### src/rtl/fetch_stage.sv
// Instruction-fetch stage: next-PC selection, synchronous instruction SRAM request,
// stall buffering of read data and the IF/DE pipeline register. Optional counters: FETCH_PERF_CNT_EN.
module fetch_stage #(
  parameter logic [31:0] RESET_PC   = 32'hBFC00000,
  parameter logic [31:0] EXC_VECTOR = 32'hBFC00380
) (
  input  logic        clk,
  input  logic        rst,
  output logic        inst_sram_en,
  output logic [31:0] inst_sram_addr,
  input  logic [31:0] inst_sram_rdata,
  input  logic        decode_allowin,
  input  logic        decode_stage_valid,
  input  logic        is_j_or_br_DE,
  input  logic [1:0]  PCSrc,
  input  logic        JSrc,
  input  logic [31:0] J_target_DE,
  input  logic [31:0] JR_target_DE,
  input  logic [31:0] Br_target_DE,
  input  logic        ex_int_handle,
  input  logic        eret_handle,
  input  logic [31:0] epc,
  output logic        fe_to_de_valid,
  output logic [31:0] Inst_IF_DE,
  output logic [31:0] PC_IF_DE,
  output logic [31:0] PC_add_4_IF_DE,
  output logic        PC_AdEL_IF_DE,
  output logic        DSI_IF_DE,
  output logic [31:0] fetch_cnt,
  output logic [31:0] stall_cnt
);

  logic [31:0] fs_pc_q, fs_pc_d;
  logic        fs_valid_q, fs_valid_d;
  logic        fs_adel_q, fs_adel_d;
  logic [31:0] inst_buf_q, inst_buf_d;
  logic        buf_valid_q, buf_valid_d;
  logic        de_valid_q, de_valid_d;
  logic [31:0] inst_q, inst_d;
  logic [31:0] pc_q, pc_d;
  logic [31:0] pc4_q, pc4_d;
  logic        adel_q, adel_d;
  logic        dsi_q, dsi_d;

  logic        fs_allowin, flush, fetch_go, transfer, nextpc_adel;
  logic [31:0] nextpc, fs_inst;

  assign fs_allowin  = !fs_valid_q || decode_allowin;
  assign flush       = ex_int_handle || eret_handle;
  // A redirect must issue its fetch even while decode is stalled.
  assign fetch_go    = fs_allowin || flush;
  assign transfer    = fs_valid_q && decode_allowin && !flush;
  assign nextpc_adel = (nextpc[1:0] != 2'b00);
  assign fs_inst     = fs_adel_q ? '0 : (buf_valid_q ? inst_buf_q : inst_sram_rdata);

  always_comb begin
    nextpc = fs_pc_q + 32'd4;
    if (ex_int_handle)         nextpc = EXC_VECTOR;
    else if (eret_handle)      nextpc = epc;
    else if (PCSrc == 2'b01)   nextpc = Br_target_DE;
    else if (PCSrc == 2'b10)   nextpc = JSrc ? JR_target_DE : J_target_DE;
  end

  assign inst_sram_en   = fetch_go && !rst && !nextpc_adel;
  assign inst_sram_addr = nextpc;

  always_comb begin
    fs_pc_d     = fs_pc_q;
    fs_valid_d  = fs_valid_q;
    fs_adel_d   = fs_adel_q;
    inst_buf_d  = inst_buf_q;
    buf_valid_d = buf_valid_q;
    de_valid_d  = de_valid_q;
    inst_d      = inst_q;
    pc_d        = pc_q;
    pc4_d       = pc4_q;
    adel_d      = adel_q;
    dsi_d       = dsi_q;

    if (fetch_go) begin
      fs_pc_d    = nextpc;
      fs_valid_d = 1'b1;
      fs_adel_d  = nextpc_adel;
    end

    if (flush) begin
      buf_valid_d = 1'b0;
      de_valid_d  = 1'b0;
    end else if (transfer) begin
      buf_valid_d = 1'b0;
      de_valid_d  = 1'b1;
      inst_d      = fs_inst;
      pc_d        = fs_pc_q;
      pc4_d       = fs_pc_q + 32'd4;
      adel_d      = fs_adel_q;
      dsi_d       = decode_stage_valid && is_j_or_br_DE;
    end else begin
      if (fs_valid_q && !decode_allowin && !buf_valid_q) begin
        inst_buf_d  = inst_sram_rdata;
        buf_valid_d = 1'b1;
      end
      if (decode_allowin && !fs_valid_q) de_valid_d = 1'b0;
    end
  end

  always_ff @(posedge clk) begin
    if (rst) begin
      fs_pc_q     <= RESET_PC - 32'd4;
      fs_valid_q  <= 1'b0;
      fs_adel_q   <= 1'b0;
      inst_buf_q  <= '0;
      buf_valid_q <= 1'b0;
      de_valid_q  <= 1'b0;
      inst_q      <= '0;
      pc_q        <= '0;
      pc4_q       <= '0;
      adel_q      <= 1'b0;
      dsi_q       <= 1'b0;
    end else begin
      fs_pc_q     <= fs_pc_d;
      fs_valid_q  <= fs_valid_d;
      fs_adel_q   <= fs_adel_d;
      inst_buf_q  <= inst_buf_d;
      buf_valid_q <= buf_valid_d;
      de_valid_q  <= de_valid_d;
      inst_q      <= inst_d;
      pc_q        <= pc_d;
      pc4_q       <= pc4_d;
      adel_q      <= adel_d;
      dsi_q       <= dsi_d;
    end
  end

  assign fe_to_de_valid = de_valid_q;
  assign Inst_IF_DE     = inst_q;
  assign PC_IF_DE       = pc_q;
  assign PC_add_4_IF_DE = pc4_q;
  assign PC_AdEL_IF_DE  = adel_q;
  assign DSI_IF_DE      = dsi_q;

`ifdef FETCH_PERF_CNT_EN
  logic [31:0] fetch_cnt_q, fetch_cnt_d;
  logic [31:0] stall_cnt_q, stall_cnt_d;

  always_comb begin
    fetch_cnt_d = fetch_cnt_q;
    stall_cnt_d = stall_cnt_q;
    if (transfer && (fetch_cnt_q != '1)) fetch_cnt_d = fetch_cnt_q + 32'd1;
    if (fs_valid_q && !decode_allowin && (stall_cnt_q != '1)) stall_cnt_d = stall_cnt_q + 32'd1;
  end

  always_ff @(posedge clk) begin
    if (rst) begin
      fetch_cnt_q <= '0;
      stall_cnt_q <= '0;
    end else begin
      fetch_cnt_q <= fetch_cnt_d;
      stall_cnt_q <= stall_cnt_d;
    end
  end

  assign fetch_cnt = fetch_cnt_q;
  assign stall_cnt = stall_cnt_q;
`else
  assign fetch_cnt = '0;
  assign stall_cnt = '0;
`endif

endmodule

### config.mk
export PLATFORM = sky130hd
export DESIGN_NAME = fetch_stage
export DESIGN_NICKNAME = d
export VERILOG_FILES = /design/src/rtl/fetch_stage.sv
export SDC_FILE = /design/constraint.sdc
export NUM_CORES = 1
export LEC_CHECK = 0
export ABC_AREA = 1
export CORE_AREA = 5 5 149 151
export DETAILED_ROUTE_END_ITERATION = 8
export DIE_AREA = 0 0 154 156
export GPL_TIMING_DRIVEN = 0
export HOLD_SLACK_MARGIN = 0.08
export PLACE_DENSITY = 0.81
export SLEW_MARGIN = 20
export SYNTH_ARGS = -nofsm -noshare
export SYNTH_HDL_FRONTEND = slang
export SYNTH_SLANG_ARGS = --single-unit
### constraint.sdc
create_clock -name clk -period 2.4 [get_ports clk]
set_clock_uncertainty 0.15 [all_clocks]
set_input_delay 0.48 -clock clk [delete_from_list [all_inputs] [get_ports clk]]
set_output_delay 0.48 -clock clk [all_outputs]
set_load 0.005 [all_outputs]
[After elaboration in Yosys (flattened, before gate mapping)]
Cells that the tools add are included.
Storage, ports and cells
  logic and storage cells: 48
  output and inout port bits: 196
  input port bits: 170
  register bits: 166
Cells by class
  reduce and logical (&&, ||, !) cells: 23
  equality and inequality tests: 2
  add/sub/neg operators: 1
  muxes and demuxes: 9
  bitwise logic cells: 2
Operators by type and width (number)
  32-bit two-way mux: 7
  32-bit by 3-bit adder with 32-bit output, second input constant: 1
  1-bit logical AND: 8
  1-bit logical NOT: 6
  2-bit nonzero test: 2
  1-bit logical OR: 3
  3-bit AND reduction: 1
  3-bit OR reduction: 1
  2-bit by 1-bit equality test with 1-bit output, second input constant: 1
  2-bit equality test, second input constant: 1
  1-bit two-way mux: 2
  1-bit NOT: 2
  2-bit AND reduction: 1
  2-bit OR reduction: 1

[Depth between registers and ports, before layout]
  word-level depth: 8
  gate-level depth with buffers: 13
  gate-level depth less buffers: 13

[Least setup slack after synthesis]
No wires, ideal clock.
  path type: reg2out
  start: reg fs_pc_q[2]
  end: out inst_sram_addr[26]
  arrival: 1595 ps
  required time: 1770 ps
  path slack: 175 ps
  cell stages (with the launch flop): 10
  path buffers: 0
  cells stage by stage: dfxtp_1 -> ha_1 -> nand2_1 -> nor2_1 -> nand2_2 -> nor2_1 -> nand2_1 -> xor2_1 -> nand2_1 -> a21boi_0
Between the ends
  word-level cells in the longest chain between the ends: 5
Ends and longest elaborated chain
  from (decl): line 33  | logic [31:0] fs_pc_q, fs_pc_d;
  from (signal assigned): line 108  | fs_pc_q <= RESET_PC - 32'd4;
  from (signal assigned): line 120  | fs_pc_q <= fs_pc_d;
  32-bit by 3-bit adder with 32-bit output: line 57  | nextpc = fs_pc_q + 32'd4;
  32-bit two-way mux: line 61  | else if (PCSrc == 2'b10) nextpc = JSrc ? JR_target_DE : J_target_DE;
  32-bit two-way mux: line 60  | else if (PCSrc == 2'b01) nextpc = Br_target_DE;
  32-bit two-way mux: line 59  | else if (eret_handle) nextpc = epc;
  32-bit two-way mux: line 58  | if (ex_int_handle) nextpc = EXC_VECTOR;
  to (decl): line 10  | output logic [31:0] inst_sram_addr,
Every way passes these cells.

[Worst setup path in the final report]
  start: reg fs_pc_q[2]
  end: out inst_sram_addr[20]
Same word-level chain as after synthesis.

==> run metrics <==
placed cell areas 12600 sq um; Ys Warns 0; Logic pwr share 26.2%; max-slew violation count 0; footprint of the multi-input gates 5550 sq um; Main synth FF type dfxtp_1; Core ar. 20700 sq um; Max Cap Violations 0; slew margin rel. 40.0%; routed wire length 41300 um; cell-internal power 5.42 mW; CTS sink cnt 164; DRC viols 0; Sw Ratio 30.0%; crit end category output pin; first-pass GRT wire length 59900 um; fin crit share 117%; RSZ-0062 raised after global routing yes; met1 Use GR 38.9%; CP Class reg -> out; Die W 154 um; PnR worst setup slack -411 ps; Placed Cells 1968; CTS tree yes; Data required, critical path 1770 ps; Area Growth Syn to Fin 71.8%; Final Non-Filler Cells 2125; clock latency on the worst-skew pair 440 ps; top cells by area, synth dfxtp_1 (37%), nand2_1 (14%), a21oi_1 (7.5%); Avg Synthesized Cell Area 6.75 sq um; P_sw 2.32 mW; sequential element share of the synthesized area 36.6%; Starting Density 43.4%; global-route total usage across every layer 32.0%; register area 3340 sq um; largest net degree at the start of global routing 17; total gr overflow 0; Routed Antenna Nets 0; Seq pwr share 38.0%; CP Cell Sequence ha_4 > nand2_4 > nor2_4 > nand3b_1 > buf_6 > buf_6 > o21ai_4 > nand3_2 > nand2_2 > nand2_1 > nand2_1 > buf_2; Final Power 7.75 mW; Tightest Pin Transition 901 ps; initial antenna violation count 0; Synth top area share 36.6%; critical path startpoint category flop; HP Class reg -> reg; Die H 156 um; Clock transition at path regs 70 ps; met3 GRT Util 6.66%; I/O pin cnt 366; post-synthesis async set-or-reset flop share 0%; Row Count 53; Synth Cell Area 8980 sq um; Synth Instances 1331; CP peak stage delay 390 ps; CTS Root Cell clkbuf_16; Buf/Inv on CP 3; CTS buffer count 17; H-tree Lvls 4; Setup WS pre-CTS -1560 ps; fin area 15400 sq um; violated checks negative setup slack; GPL Wtd Cong 0.951; Filler cells 1640; routed len/inst 19.4 um; via/cell ratio 5.22; global route hottest layer met2; Final Hold Viols 0; vias in the first global route 10771; maximum clock insertion buffer count 2; 1st-iter DRT viols 942; met2 Usage GRT 54.6%; vias after detailed routing 11082; status finished, violations left; HPWL Detailed 29800 um; pwr dens 502 nW/um^2; share of layout cells above drive strength 1 30.4%; diodes inserted 0; critical path arrival 2180 ps; synthesized flop and latch total 164; Final #Nets 2008; Die ar. 24000 sq um; peak supply drop 0.000457 V; delay-heaviest family, CP simple AND/OR/NAND/NOR gates; Post-synth EDFFs 0; Port Buf Inserts 299; 1st-pass router iterations 6; final number of setup-violating endpoints 32; slowest library cell on the worst path dfxtp_4; clock network power share 35.8%; cell taking the most area after synthesis dfxtp_1; crit path max fanout 3; library cells used by synthesis 38; P_leak 6.98 nW; Fmax 356 MHz; crit path time final 2810 ps
layer usage:
layer / share of wire (%) / wire length, um
met1: 38 / 15700
met5: 0 / 0
met3: 9.2 / 3800
met4: 4.8 / 1990
met2: 48 / 19800
worst register-to-register path: cells and delay by family, from the launching register on:
family | cells | cell delay [ps]
compound gates | 1 | 190
fa+ha+maj | 1 | 170
buf+inv | 8 | 1000
flops | 1 | 390
simple gates | 8 | 760
cells in the mapped netlist, types with 2 or more instances:
cell type and count:
nand2_1 328, dfxtp_1 164, inv_1 139, a21oi_1 134, o21ai_0 109, nor2_1 93, nand3_1 71, buf_4 69
clkbuf_1 46, mux2_2 32, o21ai_1 31, buf_2 17, o211ai_1 17, or2_2 13, xor2_1 11, a21boi_0 8
buf_6 6, and2_1 5, buf_1 5, a211oi_1 4, a31oi_1 4, nand4_1 4, nand2_2 2, nand3b_1 2
nor2_2 2, nor2_8 2, nor3_1 2
cells in the final DEF (no fill, tap or decap), types with 5 or more instances in the layout:
cell type and instances:
nand2_4 13, nand3_4 8, o21ai_2 11, mux2_2 32, nand3_1 40, conb_1 64, o211ai_1 17, o21ai_0 87
clkbuf_8 8, clkbuf_2 6, buf_4 152, clkbuf_1 32, dfxtp_2 9, buf_2 38, nor2_2 12, nand3_2 23
o21ai_1 39, a21boi_2 5, or2_2 12, clkbuf_16 17, a21oi_1 127, nor2_1 62, inv_4 5, nand2_1 255
buf_6 55, inv_6 5, inv_1 131, nor2_4 22, xor2_2 7, dfxtp_1 143, a21oi_2 7, dfxtp_4 12
clkdlybuf4s50_1 258, nand2_2 60
state kept, by name, summed over array words and instances (netlist names), 30 cells and up:
name,cells
fs_pc_q,32
Inst_IF_DE,32
PC_IF_DE,32
inst_buf_q,32
PC_add_4_IF_DE,30
metrics by stage:
stage | hold slack, ps | TNS (ps) | util, %
after floorplan | 270 | 0 | -
after global placement | 278 | -65590 | 60.7
after detailed placement | 286 | -67300 | 60.7
after CTS | 296 | -8640 | 71.5
after global routing | 314 | -11450 | 74.6
final | 294 | -9630 | 74.6
logic make-up (layout without fill, tap and decap cells):
group	count (synthesis)	count (layout)	share of synthesized area, %
AOI/OAI and AO/OA	310	310	18.2
other	1	64	0.0418
adders and majority gates	1	1	0.139
DFF	164	164	36.6
xor gates and xnor gates	12	12	1.17
muxes	32	32	4.01
buffers and inverters	285	741	15.6
and+or+nand+nor	526	526	24.3
power groups by stage:
| stage | sequential [mW] | clock (mW) | combinational, mW |
|---|---|---|---|
| 2_1_floorplan | 2.96 | 0 | 0.706 |
| 3_3_place_gp | 2.98 | 0 | 1.45 |
| 3_5_place_dp | 2.99 | 0 | 1.46 |
| 4_1_cts | 2.93 | 2.76 | 1.83 |
| 5_1_grt | 2.95 | 2.87 | 2.16 |
| 6_report | 2.95 | 2.77 | 2.03 |
final timing paths:
kind | slack, ps | start | end | cells past startpoint
worst max-delay path | -410 | fs_pc_q[2] | inst_sram_addr[20] | 12
worst min-delay path | 290 | inst_buf_q[12] | inst_buf_q[12] | 2
worst max register to register | -400 | fs_pc_q[2] | fs_pc_q[16] | 18
worst min register to register | 290 | inst_buf_q[12] | inst_buf_q[12] | 2
what timing repair did:
item,in CTS,in global routing
endpoints found under the setup margin,45,57
gates cloned,0,0
setup buffers,103,40
hold buffers,0,0
pin swaps,86,89
gates resized for setup,429,142
hold endpoints to repair,0,0
layout make-up:
type	instances	area share, %
Multi-Input combinational cell	945	36.0
Buffer	142	6.46
Timing Repair Buffer	425	26.1
Tap cell	275	2.23
Clock buffer	19	2.87
Clock inverter	13	0.957
Sequential cell	164	21.6
Inverter	142	3.75
Power figures use the tool's default switching activity.
